[config.mk]
export PLATFORM = sky130hd
export DESIGN_NAME = cam_frame_writer
export DESIGN_NICKNAME = d
export VERILOG_FILES = /design/src/rtl/cam_frame_writer_pkg.sv /design/src/rtl/cam_rgb565_to_332.sv /design/src/rtl/cam_frame_writer.sv
export SDC_FILE = /design/constraint.sdc
export NUM_CORES = 1
export LEC_CHECK = 0
export CORE_ASPECT_RATIO = 1.25
export CORE_MARGIN = 2
export CORE_UTILIZATION = 30
export CTS_CLUSTER_SIZE = 30
export DETAILED_ROUTE_END_ITERATION = 6
export PLACE_DENSITY_LB_ADDON = 0.3
export SLEW_MARGIN = 20
export SYNTH_ARGS = -nofsm -noshare
export SYNTH_HDL_FRONTEND = slang
export SYNTH_HIERARCHICAL = 1
export SYNTH_SLANG_ARGS = --single-unit
[constraint.sdc]
create_clock -name clk -period 1.6 [get_ports clk]
set_input_delay 0.24 -clock clk [delete_from_list [all_inputs] [get_ports clk]]
set_output_delay 0.24 -clock clk [all_outputs]
set_load 0.01 [all_outputs]
[src/rtl/cam_frame_writer_pkg.sv]
// cam_frame_writer_pkg: shared FSM encoding, default geometry and colour-bar table.
// Latency: n/a (types, constants and a pure function only).
// Backpressure: n/a.
package cam_frame_writer_pkg;

  // Writer FSM states: idle, armed waiting for start-of-frame, expecting byte 1 / byte 2 of a pixel
  typedef enum logic [1:0] {
    ST_IDLE     = 2'd0,
    ST_WAIT_SOF = 2'd1,
    ST_B1       = 2'd2,
    ST_B2       = 2'd3
  } cam_state_t;

  localparam int DEF_WIDTH  = 160;
  localparam int DEF_HEIGHT = 120;
  // First address past the stored image; kept black by the reader side, never written here
  localparam int IMG_SIZE   = DEF_WIDTH * DEF_HEIGHT;

  // RGB332 colour-bar constants, left to right
  localparam logic [7:0] BAR_WHITE   = 8'hFF;
  localparam logic [7:0] BAR_YELLOW  = 8'hFC;
  localparam logic [7:0] BAR_CYAN    = 8'h1F;
  localparam logic [7:0] BAR_GREEN   = 8'h1C;
  localparam logic [7:0] BAR_MAGENTA = 8'hE3;
  localparam logic [7:0] BAR_RED     = 8'hE0;
  localparam logic [7:0] BAR_BLUE    = 8'h03;
  localparam logic [7:0] BAR_BLACK   = 8'h00;

  function automatic logic [7:0] bar_colour(input logic [2:0] idx);
    logic [7:0] c;
    case (idx)
      3'd0:    c = BAR_WHITE;
      3'd1:    c = BAR_YELLOW;
      3'd2:    c = BAR_CYAN;
      3'd3:    c = BAR_GREEN;
      3'd4:    c = BAR_MAGENTA;
      3'd5:    c = BAR_RED;
      3'd6:    c = BAR_BLUE;
      default: c = BAR_BLACK;
    endcase
    return c;
  endfunction

endpackage

[src/rtl/cam_rgb565_to_332.sv]
// cam_rgb565_to_332: holds camera byte 1, packs byte 1 + byte 2 into one RGB332 pixel.
// Latency: o_pix_dat updates 1 cycle after the byte-2 strobe and holds until the next pixel.
// Backpressure: none; the camera byte stream cannot be stalled.
// Ports: clk, rst_n (async, active-low); i_b1_vld / i_b2_vld byte strobes; i_px_data camera byte;
//        o_pix_dat registered RGB332 pixel.
module cam_rgb565_to_332 (
  input  logic       clk,
  input  logic       rst_n,
  input  logic       i_b1_vld,
  input  logic       i_b2_vld,
  input  logic [7:0] i_px_data,
  output logic [7:0] o_pix_dat
);

  // Only the byte-1 bits that end up in the pixel are kept
  logic [5:0] r_b1;
  logic [7:0] r_pix;

  always_ff @(posedge clk or negedge rst_n) begin
    if (!rst_n) begin
      r_b1  <= 6'd0;
      r_pix <= 8'd0;
    end else begin
      if (i_b1_vld) begin
        r_b1 <= {i_px_data[7:5], i_px_data[2:0]};
      end
      if (i_b2_vld) begin
        r_pix <= {r_b1, i_px_data[4:3]};
      end
    end
  end

  assign o_pix_dat = r_pix;

endmodule

[src/rtl/cam_frame_writer.sv]
// cam_frame_writer: OV7670 RGB565 byte stream -> RGB332 frame-buffer write port, one write per pixel.
// Latency: regwrite/addr_in/data_in valid 1 cycle after byte 2 of a pixel is sampled.
// Backpressure: none; out-of-window pixels and odd trailing bytes are silently dropped.
// Ports: clk (PCLK), rst_n (async, active-low), cap_en, vsync, href, px_data in;
//        addr_in, data_in, regwrite (buffer write port), frame_done pulse, busy level out.
// Build option: CAM_TEST_PATTERN_EN replaces pixel data with 8 vertical colour bars.
module cam_frame_writer
  import cam_frame_writer_pkg::*;
#(
  parameter int AW     = 15,
  parameter int DW     = 8,
  parameter int WIDTH  = DEF_WIDTH,
  parameter int HEIGHT = DEF_HEIGHT
) (
  input  logic          clk,
  input  logic          rst_n,
  input  logic          cap_en,
  input  logic          vsync,
  input  logic          href,
  input  logic [7:0]    px_data,
  output logic [AW-1:0] addr_in,
  output logic [DW-1:0] data_in,
  output logic          regwrite,
  output logic          frame_done,
  output logic          busy
);

  // Counters reach WIDTH / HEIGHT (saturation value), so one extra code is needed
  localparam int CW = $clog2(WIDTH + 1);
  localparam int RW = $clog2(HEIGHT + 1);

  cam_state_t    r_state;
  cam_state_t    w_next;
  logic          r_vsync_q;
  logic [CW-1:0] r_col;
  logic [RW-1:0] r_row;
  logic [AW-1:0] r_base;      // row * WIDTH, kept as a running sum
  logic          r_line_any;  // at least one byte accepted on the current line
  logic          r_wr;
  logic [AW-1:0] r_addr;
  logic          r_done;
  logic          r_busy;

  logic          w_vs_fall;
  logic          w_vs_rise;
  logic          w_sof;
  logic          w_eof;
  logic          w_b1_vld;
  logic          w_b2_vld;
  logic          w_in_frame;
  logic          w_line_end;
  logic          w_in_range;
  logic [7:0]    w_pix_dat;

  assign w_vs_fall = r_vsync_q & ~vsync;
  assign w_vs_rise = ~r_vsync_q & vsync;

  always_ff @(posedge clk or negedge rst_n) begin
    if (!rst_n) begin
      r_state <= ST_IDLE;
    end else begin
      r_state <= w_next;
    end
  end

  always_comb begin
    w_next   = r_state;
    w_sof    = 1'b0;
    w_eof    = 1'b0;
    w_b1_vld = 1'b0;
    w_b2_vld = 1'b0;
    case (r_state)
      ST_IDLE: begin
        if (cap_en) begin
          w_next = ST_WAIT_SOF;
        end
      end
      ST_WAIT_SOF: begin
        // cap_en is only honoured at start-of-frame; dropping it while armed disarms
        if (!cap_en) begin
          w_next = ST_IDLE;
        end else if (w_vs_fall) begin
          w_next = ST_B1;
          w_sof  = 1'b1;
        end
      end
      ST_B1: begin
        if (w_vs_rise) begin
          w_eof  = 1'b1;
          w_next = cap_en ? ST_WAIT_SOF : ST_IDLE;
        end else if (href) begin
          w_b1_vld = 1'b1;
          w_next   = ST_B2;
        end
      end
      ST_B2: begin
        if (w_vs_rise) begin
          w_eof  = 1'b1;
          w_next = cap_en ? ST_WAIT_SOF : ST_IDLE;
        end else if (href) begin
          w_b2_vld = 1'b1;
          w_next   = ST_B1;
        end else begin
          // line ended on an odd byte: drop it and restart pairing
          w_next = ST_B1;
        end
      end
      default: begin
        w_next = ST_IDLE;
      end
    endcase
  end

  assign w_in_frame = (r_state == ST_B1) || (r_state == ST_B2);
  assign w_line_end = w_in_frame && !w_vs_rise && !href && r_line_any;
  assign w_in_range = (r_col < CW'(WIDTH)) && (r_row < RW'(HEIGHT));

  always_ff @(posedge clk or negedge rst_n) begin
    if (!rst_n) begin
      r_vsync_q  <= 1'b0;
      r_col      <= '0;
      r_row      <= '0;
      r_base     <= '0;
      r_line_any <= 1'b0;
      r_wr       <= 1'b0;
      r_addr     <= '0;
      r_done     <= 1'b0;
      r_busy     <= 1'b0;
    end else begin
      r_vsync_q <= vsync;
      r_done    <= w_eof;
      r_wr      <= w_b2_vld && w_in_range;

      if (w_sof) begin
        r_busy <= 1'b1;
      end else if (w_eof) begin
        r_busy <= 1'b0;
      end

      if (w_b2_vld && w_in_range) begin
        r_addr <= r_base + AW'(r_col);
      end

      if (w_sof) begin
        r_col      <= '0;
        r_row      <= '0;
        r_base     <= '0;
        r_line_any <= 1'b0;
      end else begin
        if (w_b1_vld) begin
          r_line_any <= 1'b1;
        end
        // col stops at WIDTH so extra pixels never spill into the next row
        if (w_b2_vld && (r_col < CW'(WIDTH))) begin
          r_col <= r_col + 1'b1;
        end
        if (w_line_end) begin
          r_line_any <= 1'b0;
          r_col      <= '0;
          if (r_row < RW'(HEIGHT)) begin
            r_row  <= r_row + 1'b1;
            r_base <= r_base + AW'(WIDTH);
          end
        end
      end
    end
  end

  cam_rgb565_to_332 u_pack (
    .clk       (clk),
    .rst_n     (rst_n),
    .i_b1_vld  (w_b1_vld),
    .i_b2_vld  (w_b2_vld),
    .i_px_data (px_data),
    .o_pix_dat (w_pix_dat)
  );

`ifdef CAM_TEST_PATTERN_EN
  // Bar index = col*8/WIDTH; only meaningful while col < WIDTH, which is when it is used
  logic [2:0] w_bar_idx;
  logic [7:0] r_pat;

  assign w_bar_idx = 3'((32'(r_col) * 8) / WIDTH);

  always_ff @(posedge clk or negedge rst_n) begin
    if (!rst_n) begin
      r_pat <= 8'd0;
    end else if (w_b2_vld) begin
      r_pat <= bar_colour(w_bar_idx);
    end
  end

  assign data_in = DW'(r_pat);
`else
  assign data_in = DW'(w_pix_dat);
`endif

  assign addr_in    = r_addr;
  assign regwrite   = r_wr;
  assign frame_done = r_done;
  assign busy       = r_busy;

endmodule

==> flow_summary.ini <==
[place]
gp_congestion = 0.777
port_buffers = 38
dp_hpwl_um = 4290
dp.cells = 431
post-place-ws_ns = -0.465

[sta]
finalMaxSlewViolations = 0
setup_viol = 7
timing.fmax_mhz = 588
max-slew-margin-rel_pct = 70.0
tightest_slew_ns = 0.450
timing.final.ws_setup_ns = -0.0998
hold_violations = 0
period_needed_ns = 1.70
post-route-period-util_pct = 106
finClkSkew_ns = 0.00670
fin_setup_tns_ns = -0.601
rsz0062_at_grt = true

[die]
initial_core_util_pct = 30.6
placementRows = 40
die_h_um = 114
die_x_um = 92.3
dieArea_mm2 = 0.0106
top_level_ports = 39
coreArea_mm2 = 0.00956

[power]
vdd_drop_max_mv = 0.594
power_density_mw_per_mm2 = 1240
leakagePower_nw = 1.92
total_power_mw = 5.30

[worst_setup_path]
max_stage_delay_ns = 0.44
path_class = flip-flop to flip-flop
startpoint_type = flip-flop
r2r_cells = 6
path_cells = ha_4, a211oi_4, buf_6, nor3_4, xor2_1, mux2_4
cp.arrival_ns = 1.91
worstSetupEndpointType = flip-flop
cp.required_ns = 1.81
crit_fanout = 7
crit_slowest_cell = dfrtp_1

[grt]
grt_max_degree = 36
antenna_found_initial = 0
grt_pass1_vias = 2220
grt_usage_pct = 13.0
grt_pass1_wl_um = 10500
grt-ovfl-total = 0

[synthesis]
synth_compound_area_share_pct = 9.93
synthesis.area_mm2 = 0.00292
synthDistinctLibCells = 41
synth_ff_type = dfrtp_1
synth_warnings = 6
yosys.area_share.simple_pct = 14.0
synth_edf_count = 0
synth_fa_ha_area_share_pct = 2.57
synth_nets = 261
syn_avg_cell_area_um2 = 12.1
ys_ff_latch = 61
synth_mux_area_share_pct = 14.8
synth_cells = 242
synth_top_family_by_area = multiplexers
ys_seq_area_share_pct = 52.2
synthXorXnorAreaFrac_pct = 3.60
synthArstFlopShare_pct = 100

[worst_hold_path]
hold_path_depth = 1
min_path_type = input port to flip-flop

[final_layout]
drive_gt1_share_pct = 37.3
seq_area_mm2 = 0.00153
stdcell_count = 458
layout_commonest_cell = dfrtp_1
multi_input_area_mm2 = 0.00150
area_growth_pct = 45.8
diodes = 0
fillers = 893
fin_nets = 346
mostFrequentLayoutCells = dfrtp_1 (59), clkdlybuf4s50_1 (36), buf_4 (36), mux2_4 (24), nand2_1 (15)

[run]
drv_cap = 0

[run_status]
outcome = finished with violations
violations = setup timing

[clock_tree]
cts.sinks = 61
clk_latency_ns = 0.33
root_buffer = clkbuf_16
cts_buffers = 9
clk_pin_slew_ns = 0.05
clockBufferDepth = 2
cts_tree = built
htreeDepth = 3

[routing]
drc_errors = 0
wl_per_cell_um = 14.1
drtIter0Drc = 72
firstDrtPassIters = 4
drt-vias-per-instance = 4.80
vias = 2199
finalWirelength_um = 6440
drtAntennaViolNets = 0
## worst paths after layout
kind                             startpoint  slack (ns)          end
min in group asynchronous             rst_n        0.41   r_state[1]
worst max register to register     r_col[6]        -0.1  addr_in[13]
worst max-delay path               r_col[6]        -0.1  addr_in[13]
max in group asynchronous             rst_n        0.65     r_col[5]
worst min register to register  addr_in[10]        0.50  addr_in[10]
worst min-delay path                  vsync        0.17    r_vsync_q
## cell usage after synthesis (all sizes together), types with 2 or more instances
master / instances / area share (%)
dfrtp: 61 / 52
mux2: 29 / 14
a21oi: 18 / 3.1
nand2: 15 / 1.9
o21ai: 12 / 2.1
nor2: 11 / 1.4
o31ai: 9 / 2.3
xor2: 9 / 2.7
nand3: 8 / 1.8
or3: 7 / 1.5
buf: 6 / 1.8
ha: 6 / 2.6
inv: 5 / 0.64
o211ai: 5 / 1.3
or4: 5 / 1.3
clkbuf: 4 / 0.51
nand4: 4 / 1.3
nor3: 4 / 0.68
and2: 3 / 0.73
nor3b: 3 / 0.77
xnor2: 3 / 0.90
mux2i: 2 / 0.68
nor2b: 2 / 0.43
## logic make-up (layout without fill, tap and decap cells)
kind of cell             after synthesis  count (layout)
AND/OR/NAND/NOR                       69              71
flip-flops                            61              61
AO/OA/AOI/OAI                         48              48
multiplexers                          31              31
buffers and inverters                 15             103
XOR/XNOR                              12              12
adder cells (fa/ha/maj)                6               6
## sequential cells by signal, indices dropped and copies added, names as in the netlist
signal	count
u_pack/r_b1	6
r_col	8
busy	1
r_vsync_q	1
regwrite	1
r_line_any	1
frame_done	1
u_pack/o_pix_dat	8
r_row	7
addr_in	15
r_base	10
r_state	2
## per-stage QoR
stage,hold slack (ns),util (%),cell area [µm²]
detailed placement,0.226,38.8,3710
CTS,0.421,43.0,4110
floorplan,-0.0556,-,2960
finish,0.166,44.6,4260
global placement,0.228,38.8,3710
global route,0.166,44.6,4260
## layer usage
metal,vias to the layer above,global-route usage (%),wire [µm]
met5,-,0,0
met4,0,8.16,117
met3,9,2.90,158
met2,34,22.3,3400
met1,1098,14.7,2760
li1,1058,-,-
## power breakdown
group | switching [mW] | total [mW] | internal [mW]
Combinational | 0.481 | 1.33 | 0.848
Clock | 0.651 | 1.86 | 1.21
Sequential | 0.243 | 2.11 | 1.87
Total | 1.37 | 5.30 | 3.92
## critical path, delay by kind of cell (launching register included)
kind	cells	cell delay (ns)
AO/OA/AOI/OAI	1	0.24
XOR/XNOR	1	0.15
adder cells (fa/ha/maj)	1	0.25
buffers and inverters	1	0.18
flip-flops	1	0.44
multiplexers	1	0.27
AND/OR/NAND/NOR	1	0.05
## layout make-up
class | instances | area share (%)
clock buffers | 13 | 6.58
inverters | 5 | 0.441
repair buffers | 82 | 17.7
flip-flops and latches | 61 | 35.9
clock inverters | 3 | 0.411
multi-input cells | 168 | 35.3
well taps | 126 | 3.70
## timing repair
action / in CTS / in global routing
gates resized for setup: 14 / 23
endpoints found under the setup margin: 27 / 33
cloned: 1 / 1
pin swaps: 3 / 11
hold buffers: 1 / 0
setup buffers: 2 / 6
hold endpoints to repair: 17 / 0
No activity file was read; power rests on OpenSTA's default activity.
